## config.mk

```make
export PLATFORM = sky130hd
export DESIGN_NAME = led_pwm_bank
export DESIGN_NICKNAME = d
export VERILOG_FILES = /design/src/rtl/led_pkg.sv /design/src/rtl/led_prescaler.sv /design/src/rtl/led_pwm_bank.sv
export SDC_FILE = /design/constraint.sdc
export NUM_CORES = 1
export LEC_CHECK = 0
export ABC_AREA = 1
export CAP_MARGIN = 15
export CELL_PAD_IN_SITES_DETAIL_PLACEMENT = 0
export CELL_PAD_IN_SITES_GLOBAL_PLACEMENT = 1
export CORE_MARGIN = 2
export CORE_UTILIZATION = 50
export DETAILED_ROUTE_END_ITERATION = 10
export PLACE_DENSITY_LB_ADDON = 0.1
export SLEW_MARGIN = 5
export SYNTH_ARGS = -nofsm -noshare
export SYNTH_HDL_FRONTEND = slang
export SYNTH_SLANG_ARGS = --single-unit
```

## constraint.sdc

```tcl
create_clock -name clk -period 6.6 [get_ports clk]
set_input_delay 1.32 -clock clk [delete_from_list [all_inputs] [get_ports clk]]
set_output_delay 1.32 -clock clk [all_outputs]
set_load 0.05 [all_outputs]
```

## src/rtl/led_pkg.sv

```systemverilog
// Shared LED-driver definitions: channel mode encodings and the channel-index width helper.
package led_pkg;

  localparam logic [1:0] LED_OFF   = 2'd0;
  localparam logic [1:0] LED_ON    = 2'd1;
  localparam logic [1:0] LED_PWM   = 2'd2;
  localparam logic [1:0] LED_BLINK = 2'd3;

  // Channel select width; a single channel still needs a 1-bit index port.
  function automatic int chw(input int n);
    return (n <= 1) ? 1 : $clog2(n);
  endfunction

endpackage

```

## src/rtl/led_prescaler.sv

```systemverilog
// Free-running power-of-two prescaler: one-cycle tick every 2^PRESCALE clk cycles.
module led_prescaler #(
  parameter int PRESCALE = 6
) (
  input  logic clk,
  input  logic rst,
  output logic tick
);

  // PRESCALE=0 still keeps a 1-bit counter so the port set is identical; tick is forced high.
  localparam int CW = (PRESCALE == 0) ? 1 : PRESCALE;

  logic [CW-1:0] pre_cnt_q, pre_cnt_d;

  always_comb begin
    pre_cnt_d = pre_cnt_q + CW'(1);
  end

  always_ff @(posedge clk or posedge rst) begin
    if (rst) pre_cnt_q <= '0;
    else     pre_cnt_q <= pre_cnt_d;
  end

  assign tick = (PRESCALE == 0) ? 1'b1 : (pre_cnt_q == '1);

endmodule

```

## src/rtl/led_pwm_bank.sv

```systemverilog
// Multi-channel LED driver: per-channel OFF/ON/PWM/BLINK with shadowed settings committed at PWM period ends.
module led_pwm_bank
  import led_pkg::*;
#(
  parameter int NCH        = 3,
  parameter int PWIDTH     = 8,
  parameter int PRESCALE   = 6,
  parameter int BLINK_DIV  = 7,
  parameter int ACTIVE_LOW = 0
) (
  input  logic                 clk,
  input  logic                 rst,
  input  logic                 wr_en,
  input  logic [chw(NCH)-1:0]  wr_ch,
  input  logic [1:0]           wr_mode,
  input  logic [PWIDTH-1:0]    wr_duty,
  output logic [NCH-1:0]       led,
  output logic                 period_start
);

  localparam int   CHW = chw(NCH);
  localparam logic AL  = (ACTIVE_LOW != 0);

  logic                       tick, period_end;
  logic [PWIDTH-1:0]          pwm_cnt_q, pwm_cnt_d;
  logic [BLINK_DIV-1:0]       blink_cnt_q, blink_cnt_d;
  logic [NCH-1:0][1:0]        sh_mode_q, sh_mode_d, act_mode_q, act_mode_d;
  logic [NCH-1:0][PWIDTH-1:0] sh_duty_q, sh_duty_d, act_duty_q, act_duty_d;
  logic [NCH-1:0]             led_q, led_d;
  logic                       period_start_q, period_start_d;
  logic                       blink_phase;

  led_prescaler #(.PRESCALE(PRESCALE)) u_pre (
    .clk  (clk),
    .rst  (rst),
    .tick (tick)
  );

  assign period_end  = tick && (pwm_cnt_q == '1);
  assign blink_phase = blink_cnt_q[BLINK_DIV-1];

  always_comb begin
    pwm_cnt_d      = tick ? pwm_cnt_q + PWIDTH'(1) : pwm_cnt_q;
    blink_cnt_d    = period_end ? blink_cnt_q + BLINK_DIV'(1) : blink_cnt_q;
    period_start_d = period_end;
    // Commit takes the shadow as it stood before any write landing on this same edge.
    act_mode_d     = period_end ? sh_mode_q : act_mode_q;
    act_duty_d     = period_end ? sh_duty_q : act_duty_q;
    sh_mode_d      = sh_mode_q;
    sh_duty_d      = sh_duty_q;
    for (int i = 0; i < NCH; i++) begin
      if (wr_en && wr_ch == CHW'(i)) begin
        sh_mode_d[i] = wr_mode;
        sh_duty_d[i] = wr_duty;
      end
    end
  end

  for (genvar g = 0; g < NCH; g++) begin : g_ch
    logic in_pwm, raw;
    always_comb begin
      in_pwm = pwm_cnt_q < act_duty_q[g];
      case (act_mode_q[g])
        LED_ON:    raw = 1'b1;
        LED_PWM:   raw = in_pwm;
        LED_BLINK: raw = in_pwm & blink_phase;
        default:   raw = 1'b0;
      endcase
      led_d[g] = raw ^ AL;
    end
  end

  always_ff @(posedge clk or posedge rst) begin
    if (rst) begin
      pwm_cnt_q      <= '0;
      blink_cnt_q    <= '0;
      sh_mode_q      <= {NCH{LED_OFF}};
      sh_duty_q      <= '0;
      act_mode_q     <= {NCH{LED_OFF}};
      act_duty_q     <= '0;
      led_q          <= {NCH{AL}};
      period_start_q <= 1'b0;
    end else begin
      pwm_cnt_q      <= pwm_cnt_d;
      blink_cnt_q    <= blink_cnt_d;
      sh_mode_q      <= sh_mode_d;
      sh_duty_q      <= sh_duty_d;
      act_mode_q     <= act_mode_d;
      act_duty_q     <= act_duty_d;
      led_q          <= led_d;
      period_start_q <= period_start_d;
    end
  end

  assign led          = led_q;
  assign period_start = period_start_q;

endmodule

```

==> flow_results.org <==
** Clock tree
- At the later pin of the worst-skew pair, clock insertion delay measures 350 ps.
- After clock tree synthesis, the clock-pin slew on the worst setup and hold paths is roughly 80 ps.
- Quantity of hold-fixing buffers added after cts :: 0
- For this design, the sink count on the clock tree is between 80 and 90.
- Gates resized, CTS repair :: 0
- Clock tree from TritonCTS :: built
- The cell sitting at the root of the clock tree is a sky130_fd_sc_hd__clkbuf_8.
- Post-CTS setup repair buffer count :: 0
- The longest clock path from root to sink contains 2 buffers.
- H-tree depth :: 3
- The number of clock buffers added by TritonCTS is 9.

** Setup path
- Arrival time reported for the critical path endpoint :: roughly 1500 ps
- The setup check on the worst reg-to-reg path leaves a slack of 4580 ps.
- Worst path buffer plus inverter count :: 1
- The number of cells on the worst reg-to-reg path is 7.
- CP Data Required Time :: 5280 ps
- STA classifies the critical path endpoint as an output port.
- For this design, the slowest cell found on the critical path is sky130_fd_sc_hd__clkdlybuf4s50_1.
- The endpoint identified for the worst register-to-register timing path is act_duty_q[21].
- Worst R2R Start :: pwm_cnt_q[1]
- In this design, the stage delay of the slowest critical-path cell is a little under 800 ps.
- Biggest fanout along the worst timing path :: 1
- Among cell families on the critical path, the largest total delay comes from buffers and inverters.
- Traced cell by cell, the critical path runs through clkdlybuf4s50_1.
- Number of cells on the critical path :: 1
- The worst setup path is launched from a flop.
- Path type of the worst setup path :: flop to output port

** Yosys
- Simple-gate area share of the yosys netlist :: 0.193
- The share of synthesized area in the top cell type comes to 0.527.
- Of the total synthesized cell area, the portion taken by XOR and XNOR cells is 0.0325.
- The synthesized design contains 85 register bits.
- Syn_area_per_cell :: 9.12 sq um
- Count of yosys warnings during synthesis :: 0
- The biggest area contributor in the post-synthesis netlist is sky130_fd_sc_hd__dfrtp_1.
- By area the synthesized netlist is led by sky130_fd_sc_hd__dfrtp_1 (53%), sky130_fd_sc_hd__nand2_1 (13%), sky130_fd_sc_hd__ha_1 (7.4%).
- Sequential area share after synthesis :: 0.527
- Synthesized-area fraction occupied by adder cells :: 0.0743
- The cell area that synthesis handed to floorplanning was about 4000 sq um.
- The number of nets handed over by synthesis was 482.
- Of the post-synthesis cell area, the part taken by muxes is 0.
- The compound-cell area share of the yosys netlist is 0.0945.
- Combinational family with the most area after synthesis :: simple AND/OR/NAND/NOR gates
- Cell count after synthesis :: between 400 and 500
- After synthesis, the netlist uses 22 different library cells.

** Layout
- The repair_antennas step left the layout with diodes totalling 0.
- Syn-to-layout area delta :: 10.6%
- Once layout is complete, the utilization of the core stands at 0.575.
- In the final layout, the share of cells above drive strength 1 is 0.0946.
- The filler cells instantiated in the layout total 730.
- Final layout net count :: 499
- Post-route standard cell area excluding fillers :: around 4500 sq um

** Detailed routing
- Detailed routing inserted a total of ~2,700 vias.
- The first detailed-routing pass ran for 5 iterations.
- In the routed layout, each cell is associated on average with a via count of 4.82.
- Count of antenna-violating nets left after detailed routing :: 0
- Summed over all layers, the routed wires come to 7.12 mm.
- WL per Instance :: about 13 um
- After detailed routing, the number of remaining DRC violations is 0.
- The first routing iteration left 97 violations.

** Timing
- Final count of pins violating max slew :: 0
- Maximum operating frequency :: 0.358 GHz
- Setup repair after global routing left no endpoint under its margin.
- The clock arrives with 8.41 ps of skew.
- Count of endpoints failing hold in the final timing report :: 0
- Slew at the pin closest to its max-slew limit :: 752 ps
- Final clock period utilization by the worst path :: 0.423
- Summed over all failing endpoints, the final setup total negative slack is 0 ps.
- Count of endpoints failing setup in the final report :: 0
- The routed design could run at a clock period as short as ~2800 ps.
- The worst pin sits at a relative slew slack of 0.497.

** Pwr
- For this design the ratio of total power to cell area is 226 nW/um^2.
- Cell internal power was estimated by the tool at 0.782 mW.
- Of the total power, registers draw 0.562.
- Static Leakage :: 2.26 nW
- Power share of the clock group :: 0.390
- Worst IR drop on VDD :: 0.000127 V
- Combinational fraction of design power :: 0.048
- Sw Pwr :: 0.226 mW
- Switching Share :: 0.224

** Min path
- Number of instances on the worst hold path :: 1
- The worst hold path begins at u_pre.pre_cnt_q[0].
- The path with the worst hold slack has its endpoint at u_pre.pre_cnt_q[0].
- The tightest min-delay check is of the flop to flop type.

** Die
- Die area :: 8810 sq um
- For this configuration, the core starts out at a cell density of 0.520.
- After floorplanning, the core was divided into 32 placement rows.
- After floorplanning, the core was sized to cover 7770 sq um.
- 19 I/O pins were placed.
- Horizontal die dimension :: 93.9 um
- Die height :: 93.9 um

** Placed design
- Buffers placed on the I/O ports in this run total 18.
- At the end of routability-driven placement, the weighted congestion stood at roughly 0.8.
- Detailed placement ended at an HPWL of 4.90 mm.
- After detailed placement, the total cell area comes to ~4300 sq um.

** GRT
- The initial antenna violation count was 0.
- For this run, the total global-route usage over all layers was measured as 0.185.
- Entering global routing, the biggest net connects 61 pins.
- The first global-routing pass estimated about 12 mm of wire.
- Total global routing overflow :: 0
- The via count of the first global-routing pass is 2,694.

** Run status
- The flow ran to the end, and the final reports show no timing, DRC or antenna violations.

** Job
- Across the run, the number of max-cap violations was 0.
==> worst max path at each step <==
stage                          to   start
global route               led[2]  led[2]
finish                     led[0]  led[0]
detailed placement   sh_mode_q[2]   wr_en
CTS                        led[0]  led[0]
floorplan           act_duty_q[0]     rst
global placement     sh_mode_q[2]   wr_en
==> cell usage after synthesis, drive strengths merged <==
master	number
clkinv	1
dfrtp	85
ha	24
xnor2	7
inv	57
nand2	150
a21oi	9
nand3	11
buf	7
o21ai	56
and3	3
nor3	1
clkbuf	6
xor2	8
nand4	2
nor2	16
==> power groups by stage <==
stage,clock (mW),sequential (mW),combinational (mW)
floorplan,0,0.573,0.0328
global placement,0,0.576,0.0483
detailed placement,0,0.576,0.0503
CTS,0.401,0.566,0.0505
global route,0.424,0.570,0.0584
finish,0.393,0.566,0.0487
==> cell type report <==
class / count / area (sq um) / area share
timing repair buffer: 19 / 188 / 0.0420
multi-input combinational: 287 / 1590 / 0.357
clock buffer: 12 / 135 / 0.0302
tap: 102 / 128 / 0.0286
sequential: 85 / 2130 / 0.476
clock inverter: 4 / 72.6 / 0.0162
inverter: 58 / 224 / 0.0501
==> placed cells by master, fill, tap and decap left out <==
master,synthesis,layout
sky130_fd_sc_hd__nand2_1,140,140
sky130_fd_sc_hd__dfrtp_1,85,85
sky130_fd_sc_hd__inv_1,57,56
sky130_fd_sc_hd__o21ai_0,31,31
sky130_fd_sc_hd__ha_1,24,24
sky130_fd_sc_hd__clkdlybuf4s50_1,0,18
sky130_fd_sc_hd__nor2_1,15,15
sky130_fd_sc_hd__o21ai_2,15,15
sky130_fd_sc_hd__nand2_2,10,10
sky130_fd_sc_hd__o21ai_1,10,10
sky130_fd_sc_hd__nand3_1,9,9
sky130_fd_sc_hd__a21oi_1,9,9
sky130_fd_sc_hd__clkbuf_8,0,9
sky130_fd_sc_hd__xor2_1,8,8
sky130_fd_sc_hd__xnor2_1,7,7
sky130_fd_sc_hd__and3_1,3,3
sky130_fd_sc_hd__clkbuf_1,6,3
sky130_fd_sc_hd__nand3_4,2,2
sky130_fd_sc_hd__clkinv_2,0,2
sky130_fd_sc_hd__nand4_1,2,2
sky130_fd_sc_hd__bufinv_16,0,2
sky130_fd_sc_hd__nor2_8,1,1
sky130_fd_sc_hd__clkinv_4,1,1
sky130_fd_sc_hd__nor3_1,1,1
sky130_fd_sc_hd__clkinvlp_4,0,1
sky130_fd_sc_hd__buf_4,0,1
==> registers in the layout, summed over array words and instances (netlist names) <==
signal	cells
act_duty_q	24
blink_cnt_q	7
act_mode_q	6
sh_duty_q	24
pwm_cnt_q	8
period_start	1
u_pre.pre_cnt_q	6
sh_mode_q	6
led	3
==> routing by layer <==
metal | share of wire | routed length [um] | vias to the layer above | global-route usage
li1 | - | - | 1415 | -
met1 | 0.50 | 3590 | 1283 | 0.249
met2 | 0.45 | 3230 | 27 | 0.290
met3 | 0.026 | 188 | 9 | 0.0449
met4 | 0.016 | 116 | 0 | 0.0700
met5 | 0 | 0 | - | 0
==> through the flow <==
| stage | std cells | power (mW) | hold slack, ps | setup WS (ps) |
|---|---|---|---|---|
| final | 567 | 1.01 | 454 | 3810 |
| after global routing | 567 | 1.05 | 493 | 3730 |
| after CTS | 567 | 1.02 | 463 | 3780 |
| after detailed placement | 551 | 0.627 | 448 | 3700 |
| after global placement | 551 | 0.625 | 437 | 3720 |
| after floorplan | 443 | 0.606 | 421 | 3090 |
==> worst reg2reg max path, stage by stage, from the launching register on <==
cell	delay, ps
sky130_fd_sc_hd__dfrtp_1	470
sky130_fd_sc_hd__ha_1	220
sky130_fd_sc_hd__nand2_1	80
sky130_fd_sc_hd__nor2_1	230
sky130_fd_sc_hd__nand3_4	230
sky130_fd_sc_hd__clkinv_4	450
sky130_fd_sc_hd__nand2_1	170
sky130_fd_sc_hd__o21ai_2	80
==> cells by family after synthesis <==
kind of cell | Yosys count
compound gates | 65
simple gates | 183
flops | 85
fa+ha+maj | 24
xor+xnor | 15
buf+inv | 71
Note: power is estimated with default switching activity, not from simulation.
